<file path="config.mk">
export PLATFORM = sky130hd
export DESIGN_NAME = sha_ctrl_flat
export DESIGN_NICKNAME = d
export VERILOG_FILES = /design/src/rtl/sha_ctrl_pkg.sv /design/src/rtl/sha_ctrl_if.sv /design/src/rtl/sha_ctrl.sv /design/src/flat_wrapper.sv
export SDC_FILE = /design/constraint.sdc
export NUM_CORES = 1
export LEC_CHECK = 0
export BUFFER_PORTS_ARGS = -buffer_cell sky130_fd_sc_hd__buf_4
export CORE_ASPECT_RATIO = 0.75
export CORE_MARGIN = 3
export CORE_UTILIZATION = 60
export CTS_CLUSTER_SIZE = 25
export DETAILED_ROUTE_END_ITERATION = 16
export MAX_ROUTING_LAYER = met4
export PLACE_DENSITY_LB_ADDON = 0.08
export SETUP_SLACK_MARGIN = 0.02
export SLEW_MARGIN = 20
export SYNTH_ARGS = -nofsm -noshare
export SYNTH_HDL_FRONTEND = slang
export SYNTH_SLANG_ARGS = --single-unit
</file>
<file path="constraint.sdc">
create_clock -name clk -period 6 [get_ports clk]
set_input_delay 1.2 -clock clk [delete_from_list [all_inputs] [get_ports clk]]
set_output_delay 1.2 -clock clk [all_outputs]
set_load 0.005 [all_outputs]
</file>
<file path="src/rtl/sha_ctrl_pkg.sv">
// sha_ctrl_pkg: shared constants and types for the SHA message controller.
//   Nd  - block size in bytes
//   Nl  - length-field size in bytes
//   Lw  - message bit-length counter width (Lw <= 8*Nl)
//   state_t  - controller states
//   reg_t    - complete controller register record, REG_INIT its reset value
//   len_field - big-endian bit-length field built from the byte count
package sha_ctrl_pkg;

  localparam int Nd = 64;
  localparam int Nl = 8;
  localparam int Lw = 64;

  localparam int PW = $clog2(Nd + 1);  // pointer must be able to hold Nd
  localparam int IW = $clog2(Nd);      // byte index inside a block
  localparam int CW = Lw - 3;          // byte count; bit count = count * 8

  typedef enum logic [2:0] {
    IDLE, FILL, PAD, ZERO, LEN, ISSUE, WAIT
  } state_t;

  typedef struct packed {
    state_t               st;
    state_t               ret;    // where to resume after a non-final block
    logic [PW-1:0]        ptr;
    logic [CW-1:0]        cnt;
    logic                 first;
    logic                 fin;    // block being issued is the last one
    logic                 busy;
    logic                 done;
    logic [Nd-1:0][7:0]   data;   // data[0] is the first byte of the block
  } reg_t;

  localparam reg_t REG_INIT = '{
    st:    IDLE,
    ret:   IDLE,
    ptr:   '0,
    cnt:   '0,
    first: 1'b1,
    fin:   1'b0,
    busy:  1'b0,
    done:  1'b0,
    data:  '0
  };

  // Byte count times eight, zero-extended to the full length field.
  function automatic logic [8*Nl-1:0] len_field(input logic [CW-1:0] cnt);
    logic [8*Nl-1:0] f;
    f         = '0;
    f[Lw-1:0] = {cnt, 3'b000};
    return f;
  endfunction

endpackage

</file>
<file path="src/rtl/sha_ctrl_if.sv">
// sha_ctrl_if: byte-stream input and sha_block-facing signals of sha_ctrl.
//   In_Data/In_Valid/In_Last/In_Ready - message byte handshake
//   Block_Data/Block_Enable/Block_Function/Block_Ready - sha_block control
//   Busy/Msg_Done - message status
// Modports: slave = the controller, master = its environment.
interface sha_ctrl_if;
  import sha_ctrl_pkg::*;

  logic [7:0]         In_Data;
  logic               In_Valid;
  logic               In_Last;
  logic               In_Ready;
  logic [Nd-1:0][7:0] Block_Data;
  logic               Block_Enable;
  logic               Block_Function;
  logic               Block_Ready;
  logic               Busy;
  logic               Msg_Done;

  modport slave (
    input  In_Data, In_Valid, In_Last, Block_Ready,
    output In_Ready, Block_Data, Block_Enable, Block_Function, Busy, Msg_Done
  );

  modport master (
    output In_Data, In_Valid, In_Last, Block_Ready,
    input  In_Ready, Block_Data, Block_Enable, Block_Function, Busy, Msg_Done
  );

endinterface

</file>
<file path="src/rtl/sha_ctrl.sv">
// sha_ctrl: assembles a byte stream into Nd-byte blocks, applies SHA padding
// (0x80, zero fill, big-endian bit length) and hands each block to sha_block,
// waiting for its Ready pulse before building the next one.
//   clk  - clock, rising edge
//   rst  - asynchronous, active-low reset
//   bus  - sha_ctrl_if.slave: byte input, block output and status
module sha_ctrl
  import sha_ctrl_pkg::*;
(
  input  logic        clk,
  input  logic        rst,
  sha_ctrl_if.slave   bus
);

  reg_t              r, v;
  logic              rdy;
  logic              acc;
  logic [PW-1:0]     p1;
  logic [IW-1:0]     idx;
  logic [8*Nl-1:0]   lf;

  assign rdy = (r.st == IDLE) || ((r.st == FILL) && (r.ptr < PW'(Nd)));

  // In_Ready is gated by rst so it reads 0 while reset is held, even though
  // the idle state itself advertises readiness.
  assign bus.In_Ready       = rst & rdy;
  assign bus.Block_Data     = r.data;
  assign bus.Block_Enable   = (r.st == ISSUE);
  assign bus.Block_Function = (r.st == ISSUE) & ~r.first;
  assign bus.Busy           = r.busy;
  assign bus.Msg_Done       = r.done;

  always_comb begin
    v      = r;
    v.done = 1'b0;
    acc    = bus.In_Valid & rdy;
    p1     = r.ptr + PW'(1);
    idx    = r.ptr[IW-1:0];
    lf     = len_field(r.cnt);

    unique case (r.st)
      IDLE, FILL: begin
        if (acc) begin
          v.data[idx] = bus.In_Data;
          v.ptr       = p1;
          v.cnt       = r.cnt + CW'(1);
          v.fin       = 1'b0;
          if (r.st == IDLE) begin
            v.first = 1'b1;
            v.busy  = 1'b1;
          end
          // A last byte that also fills the block issues it first and
          // starts padding in a fresh block.
          if (p1 == PW'(Nd)) begin
            v.st  = ISSUE;
            v.ret = bus.In_Last ? PAD : FILL;
          end else begin
            v.st = bus.In_Last ? PAD : FILL;
          end
        end
      end

      PAD, ZERO: begin
        v.data[idx] = (r.st == PAD) ? 8'h80 : 8'h00;
        v.ptr       = p1;
        // Stop at the length field if it still fits, otherwise spill the
        // zero fill into another block.
        if (p1 == PW'(Nd - Nl)) begin
          v.st = LEN;
        end else if (p1 == PW'(Nd)) begin
          v.st  = ISSUE;
          v.ret = ZERO;
          v.fin = 1'b0;
        end else begin
          v.st = ZERO;
        end
      end

      LEN: begin
        for (int i = 0; i < Nl; i++) begin
          v.data[Nd-1-i] = lf[8*i +: 8];
        end
        v.fin = 1'b1;
        v.st  = ISSUE;
      end

      ISSUE: begin
        v.first = 1'b0;
        v.st    = WAIT;
      end

      WAIT: begin
        if (bus.Block_Ready) begin
          v.ptr = '0;
          if (r.fin) begin
            v.st   = IDLE;
            v.done = 1'b1;
            v.busy = 1'b0;
            v.cnt  = '0;
          end else begin
            v.st = r.ret;
          end
        end
      end

      default: v = REG_INIT;
    endcase
  end

  always_ff @(posedge clk or negedge rst) begin
    if (!rst) r <= REG_INIT;
    else      r <= v;
  end

endmodule

</file>
<file path="src/flat_wrapper.sv">
// flat-port wrapper written by rule: the top's interface ports become plain ports
module sha_ctrl_flat import sha_ctrl_pkg::*;
  (clk, rst, bus_In_Data, bus_In_Valid, bus_In_Last, bus_Block_Ready, bus_In_Ready, bus_Block_Data, bus_Block_Enable, bus_Block_Function, bus_Busy, bus_Msg_Done);
  sha_ctrl_if bus_i ();
  input  logic clk;
  input  logic rst;
  input wire logic [$bits(bus_i.In_Data)-1:0] bus_In_Data;
  input wire logic [$bits(bus_i.In_Valid)-1:0] bus_In_Valid;
  input wire logic [$bits(bus_i.In_Last)-1:0] bus_In_Last;
  input wire logic [$bits(bus_i.Block_Ready)-1:0] bus_Block_Ready;
  output wire logic [$bits(bus_i.In_Ready)-1:0] bus_In_Ready;
  output wire logic [$bits(bus_i.Block_Data)-1:0] bus_Block_Data;
  output wire logic [$bits(bus_i.Block_Enable)-1:0] bus_Block_Enable;
  output wire logic [$bits(bus_i.Block_Function)-1:0] bus_Block_Function;
  output wire logic [$bits(bus_i.Busy)-1:0] bus_Busy;
  output wire logic [$bits(bus_i.Msg_Done)-1:0] bus_Msg_Done;
  assign bus_i.In_Data = bus_In_Data;
  assign bus_i.In_Valid = bus_In_Valid;
  assign bus_i.In_Last = bus_In_Last;
  assign bus_i.Block_Ready = bus_Block_Ready;
  assign bus_In_Ready = bus_i.In_Ready;
  assign bus_Block_Data = bus_i.Block_Data;
  assign bus_Block_Enable = bus_i.Block_Enable;
  assign bus_Block_Function = bus_i.Block_Function;
  assign bus_Busy = bus_i.Busy;
  assign bus_Msg_Done = bus_i.Msg_Done;
  sha_ctrl u_core (.clk(clk), .rst(rst), .bus(bus_i));
endmodule
</file>
---- After elaboration in Yosys (flattened, before gate mapping) ----
Cells that the tools add are included.
word-level totals
  memory bits (writable) .................. 0
  logic and storage cells ................. 154
  memory bits (read-only) ................. 0
  memories kept ........................... 0
  bits of input ports ..................... 13
  latch bits .............................. 0
  output and inout port bits .............. 517
  register bits ........................... 590
cells by class
  shifts and indexed selects .............. 0
  multiplexer cells ....................... 33
  reductions and logical operators ........ 20
  $mul .................................... 0
  order comparisons ....................... 3
  divide/modulo/power cells ............... 0
  add/subtract/negate cells ............... 2
  bitwise logic cells ..................... 9
  eq/ne operators ......................... 15
operators with widths
  operator                                                         count
  448-bit one-hot mux with 3 select lines                          1
  512-bit bitwise mux                                              2
  512-bit 2-to-1 mux                                               1
  64-bit one-hot mux with 4 select lines                           1
  61-bit one-hot mux with 3 select lines                           1
  77-bit 2-to-1 mux                                                1
  68-bit 2-to-1 mux                                                1
  61-bit by 1-bit adder with 61-bit output, second input constant  1
  61-bit 2-to-1 mux                                                1
  8-bit demux with 6-bit select                                    1
  7-bit one-hot mux with 4 select lines                            1
  3-bit 2-to-1 mux                                                 8
  8-bit 2-to-1 mux                                                 2
  3-bit one-hot mux with 5 select lines                            1
  2-bit by 1-bit != test with 1-bit output, second input constant  5
  5-bit AND reduction                                              2
  3-bit == test, second input constant                             3
  3-bit one-hot mux with 3 select lines                            1
  4-bit AND reduction                                              2
  2-bit OR reduction                                               4
  4-bit OR reduction                                               2
  7-bit by 1-bit adder with 7-bit output, second input constant    1
  7-bit by 6-bit == test with 1-bit output, second input constant  1
  7-bit == test, second input constant                             1
  other kinds (18)                                                 37

---- Logic depth before layout (Yosys ltp) ----
  depth in word-level cells ............... 7
  depth in mapped cells ................... 11
  depth with buffers taken out ............ 7

---- Worst setup path after synthesis ----
No wires, ideal clock.
  path type ............................... input to register
  start ................................... input port bus_In_Valid
  end ..................................... register u_core.r (netlist bit u_core.bus.Block_Data[183])
  slack ................................... 3235 ps
  required time ........................... 5879 ps
  cell stages on the path ................. 8
  arrival ................................. 2644 ps
  cell sequence ........................... nand2b_1 -> a211oi_1 -> buf_2 -> o311a_1 -> buf_2 -> buf_2 -> nor2_2 -> a22o_1
on the way
  cells in the longest elaborated chain, start to end .. 3
ends and longest elaborated chain
  what                                                RTL line           text
  start, declared                                     flat_wrapper.sv:8  input wire logic [$bits(bus_i.In_Valid)-1:0] bus_In_Valid;
  1-bit AND                                           sha_ctrl.sv:36     acc = bus.In_Valid & rdy;
  2-bit by 1-bit != test with 1-bit output (no line)  -
  2-bit AND reduction (no line)                       -
  end signal, assigned                                sha_ctrl.sv:112    else r <= v;
  end, declared                                       sha_ctrl.sv:15     reg_t r, v;
Every way passes these cells.
A chain may end at the register's enable or synchronous reset.

---- Worst setup path in the final report ----
  start ................................... register u_core.r[588] in the netlist's numbering
  end ..................................... register u_core.r (netlist bit u_core.lf[38])
on the way
  cells in the longest elaborated chain, start to end .. 6
  elaborated cells between the ends (all ways) .. 18
ends and longest elaborated chain
  what                                                RTL line                        text
  3-bit by 1-bit == test with 1-bit output            sha_ctrl.sv:22, sha_ctrl.sv:41
  1-bit logical AND                                   sha_ctrl.sv:22                  assign rdy = (r.st == IDLE) || ((r.st == FILL) && (r.ptr < PW'(Nd)));
  1-bit logical OR                                    sha_ctrl.sv:22
  1-bit AND                                           sha_ctrl.sv:36
  2-bit by 1-bit != test with 1-bit output (no line)  -
  4-bit AND reduction (no line)                       -
Parallel ways exist; a longest one is shown, timed or not.

==> results by group <==
Synthesis
  • Post-synth ARST share: 100%
  • Number of synthesized register bits: 589
  • Post-synthesis cell area: 27900 um^2
  • Post-Synthesis Net Count: 2489
  • Synth Instances: 2470
  • Synth unique cells: 68
  • Register area share after synthesis: 52.7%
  • Top_reg_cell synth: dfrtp_1
  • Synthesized area per cell: 11.3 um^2
  • Number of synthesized flops with an enable pin: 0
  • Yosys Warn Count: 0

Layout
  • Most frequent cells in the layout: dfrtp_1 (588), buf_4 (560), a22o_1 (419)
  • Design Area, Final: 30500 um^2
  • Register area: 14700 um^2
  • # nets final: 2462
  • Area of the multi-input gates: 8820 um^2
  • Synth-to-Final Area Change: 9.30%
  • Most common cell after layout, fill and taps aside: dfrtp_1
  • Fin util: 67.3%
  • Fillers: 3450
  • Share of layout cells above drive strength 1: 31.9%

Timing
  • Worst Tran Pin Value: 1.18 ns
  • Count of pins over their slew limit: 0
  • Max Fclk: 244 MHz
  • Final min period: 4.09 ns
  • Final hold viol count: 0
  • Setup_tns: 0 ns
  • Slew HR: 21.6%
  • Finish-stage setup viols: 0
  • Worst Clk Skew: 0.0272 ns
  • Period utilisation layout: 68.2%
  • RSZ-0062 raised after global routing: false

Route
  • Routed vias: 19800
  • Routed vias/inst: 6.37
  • Routed wire per std cell: 26.9 um
  • Final WL: 83500 um
  • Initial drt markers: 1847
  • DR DRC count: 0
  • DRT Pass-1 Iters: 6
  • Post-route ant nets: 0

GRT
  • Total gr overflow: 0
  • Met3 usage: 7.83%
  • GRT Max-Usage Layer: met2
  • M2 GR Usage: 50.6%
  • Vias in the first global route: 18800
  • M1 GR Usage: 47.2%
  • Initial antenna violation count: 1
  • Total GRT Usage: 34.3%
  • Global-route wire length before repair: 123000 um
  • Largest net degree at the start of global routing: 174

Placed design
  • HPWL Detailed: 56100 um
  • GPL Wtd Cong: 0.907
  • PortBufs: 529
  • Area after DPL: 28700 um^2

CTS
  • CTS H-tree lvls: 2
  • CTS Buf Count: 55
  • Clock transition at path regs: 0.07 ns
  • Max Root-Sink Buffers: 3
  • Post-CTS Hold Buffers: 0
  • Root Buffer: clkbuf_16
  • Clock latency at the later pin of the worst-skew pair: 0.61 ns
  • CTS tree: built
  • Post-CTS sizing: 0
  • CTS Sinks: 589
  • Setup Buffers After CTS: 0

Setup path
  • CP endpoint kind: flop
  • Critical path required time: 6.52 ns
  • Crit start category: flop
  • Slowest cell on crit path: nand4_1
  • Max incr delay on CP: 0.91 ns
  • Arr. time, crit path: 4.61 ns
  • CP top delay family: simple AND/OR/NAND/NOR gates
  • CP Cell Sequence: inv_1 -> ha_2 -> buf_4 -> a21bo_2 -> nand4_1 -> or4_1 -> a21oi_1
  • Worst path bufs/invs: 2
  • Max FO, Critical Path: 54
  • CP Class: flop to flop

Die
  • Initial Utilization: 61.6%
  • Die height: 193 um
  • Die ar.: 49200 um^2
  • Cell Rows: 67
  • Core ar.: 45400 um^2
  • Die width: 255 um
  • Boundary pin count: 530

Power
  • Leakage power total: 0.0146 uW
  • Maximum vdd ir drop: 0.284 mV
  • Overall Power: 11400 uW
  • PD cells: 374 nW/um^2

Outcome
  • Status: complete, no violations

Run
  • Total of max-cap violations: 0

Worst hold path
  • Worst Hold Class: flop to flop
==> state kept, by name (all words and copies together), names as in the netlist <==
signal and flops:
u_core.bus.Busy 1, u_core.lf 61, u_core.idx 6, u_core.bus.Msg_Done 1, u_core.r 8, u_core.bus.Block_Data 512
==> synthesized netlist by cell type, drive strengths merged (30+ instances only) <==
cell type,n,area (um^2)
nor2,97,487
o21ai,94,470
o2bb2ai,36,315
a22oi,61,458
a22o,419,3670
dfrtp,588,14700
a21oi,43,226
buf,541,3980
clkbuf,108,405
nor3,68,601
nand3,35,175
nand2,108,405
or4,30,225
==> power by group <==
group	leakage (uW)	total, uW	internal, uW	switching, uW
sequential	0.00818	4470	4210	258
clock	0.000932	3640	2090	1550
combinational	0.00552	3310	895	2420
total	0.0146	11400	7200	4230
==> worst paths after layout <==
check	start	to	slack (ns)	cells past startpoint
worst max-delay path	u_core.r[588]	u_core.lf[38]	1.91	7
worst min register to register	u_core.bus.Block_Data[464]	u_core.bus.Block_Data[464]	0.48	2
max in group asynchronous	rst	u_core.bus.Block_Data[128]	3.42	3
min in group asynchronous	rst	u_core.bus.Block_Data[207]	0.55	1
worst min-delay path	u_core.bus.Block_Data[464]	u_core.bus.Block_Data[464]	0.48	2
worst max register to register	u_core.r[588]	u_core.lf[38]	1.91	7
==> cell families after synthesis <==
kind of cell               count (synthesis)  synth area share [%]
DFF                                      589                  52.7
adders and majority gates                  6                 0.269
buffers and inverters                    665                  15.9
xor gates and xnor gates                   6                 0.188
and+or+nand+nor                          465                  9.83
muxes                                     11                 0.412
AOI/OAI and AO/OA                        728                  20.6
==> layer usage <==
metal | share of wire (%) | vias to the layer above
met5 | 0 | -
met4 | 3.6 | 0
met3 | 9.1 | 183
met2 | 46 | 968
met1 | 42 | 10200
li1 | - | 8501
==> per-stage QoR <==
stage / setup slack, ns / hold WS [ns] / std cells
after detailed placement: 1.64 / 0.474 / 3006
after CTS: 1.83 / 0.489 / 3105
final: 1.91 / 0.485 / 3107
after global routing: 1.70 / 0.505 / 3107
after global placement: 1.77 / 0.469 / 3006
after floorplan: 3.23 / 0.451 / 2470
==> worst register-to-register path, cell delays in order, from the launching register on <==
cell and delay [ns]:
dfrtp_1 0.72, inv_1 0.31, ha_2 0.29, buf_4 0.32, a21bo_2 0.45, nand4_1 0.92
or4_1 0.83, a21oi_1 0.16
==> layout make-up <==
class / instances / share of cell area [%]
Timing Repair Buffer: 565 / 14.0
Tap cell: 621 / 2.54
Antenna cell: 1 / 0.00819
Inverter: 16 / 0.197
Sequential cell: 589 / 48.3
Clock inverter: 29 / 1.09
Clock buffer: 70 / 4.99
Multi-Input combinational cell: 1216 / 28.9
No activity file was read; power rests on OpenSTA's default activity.
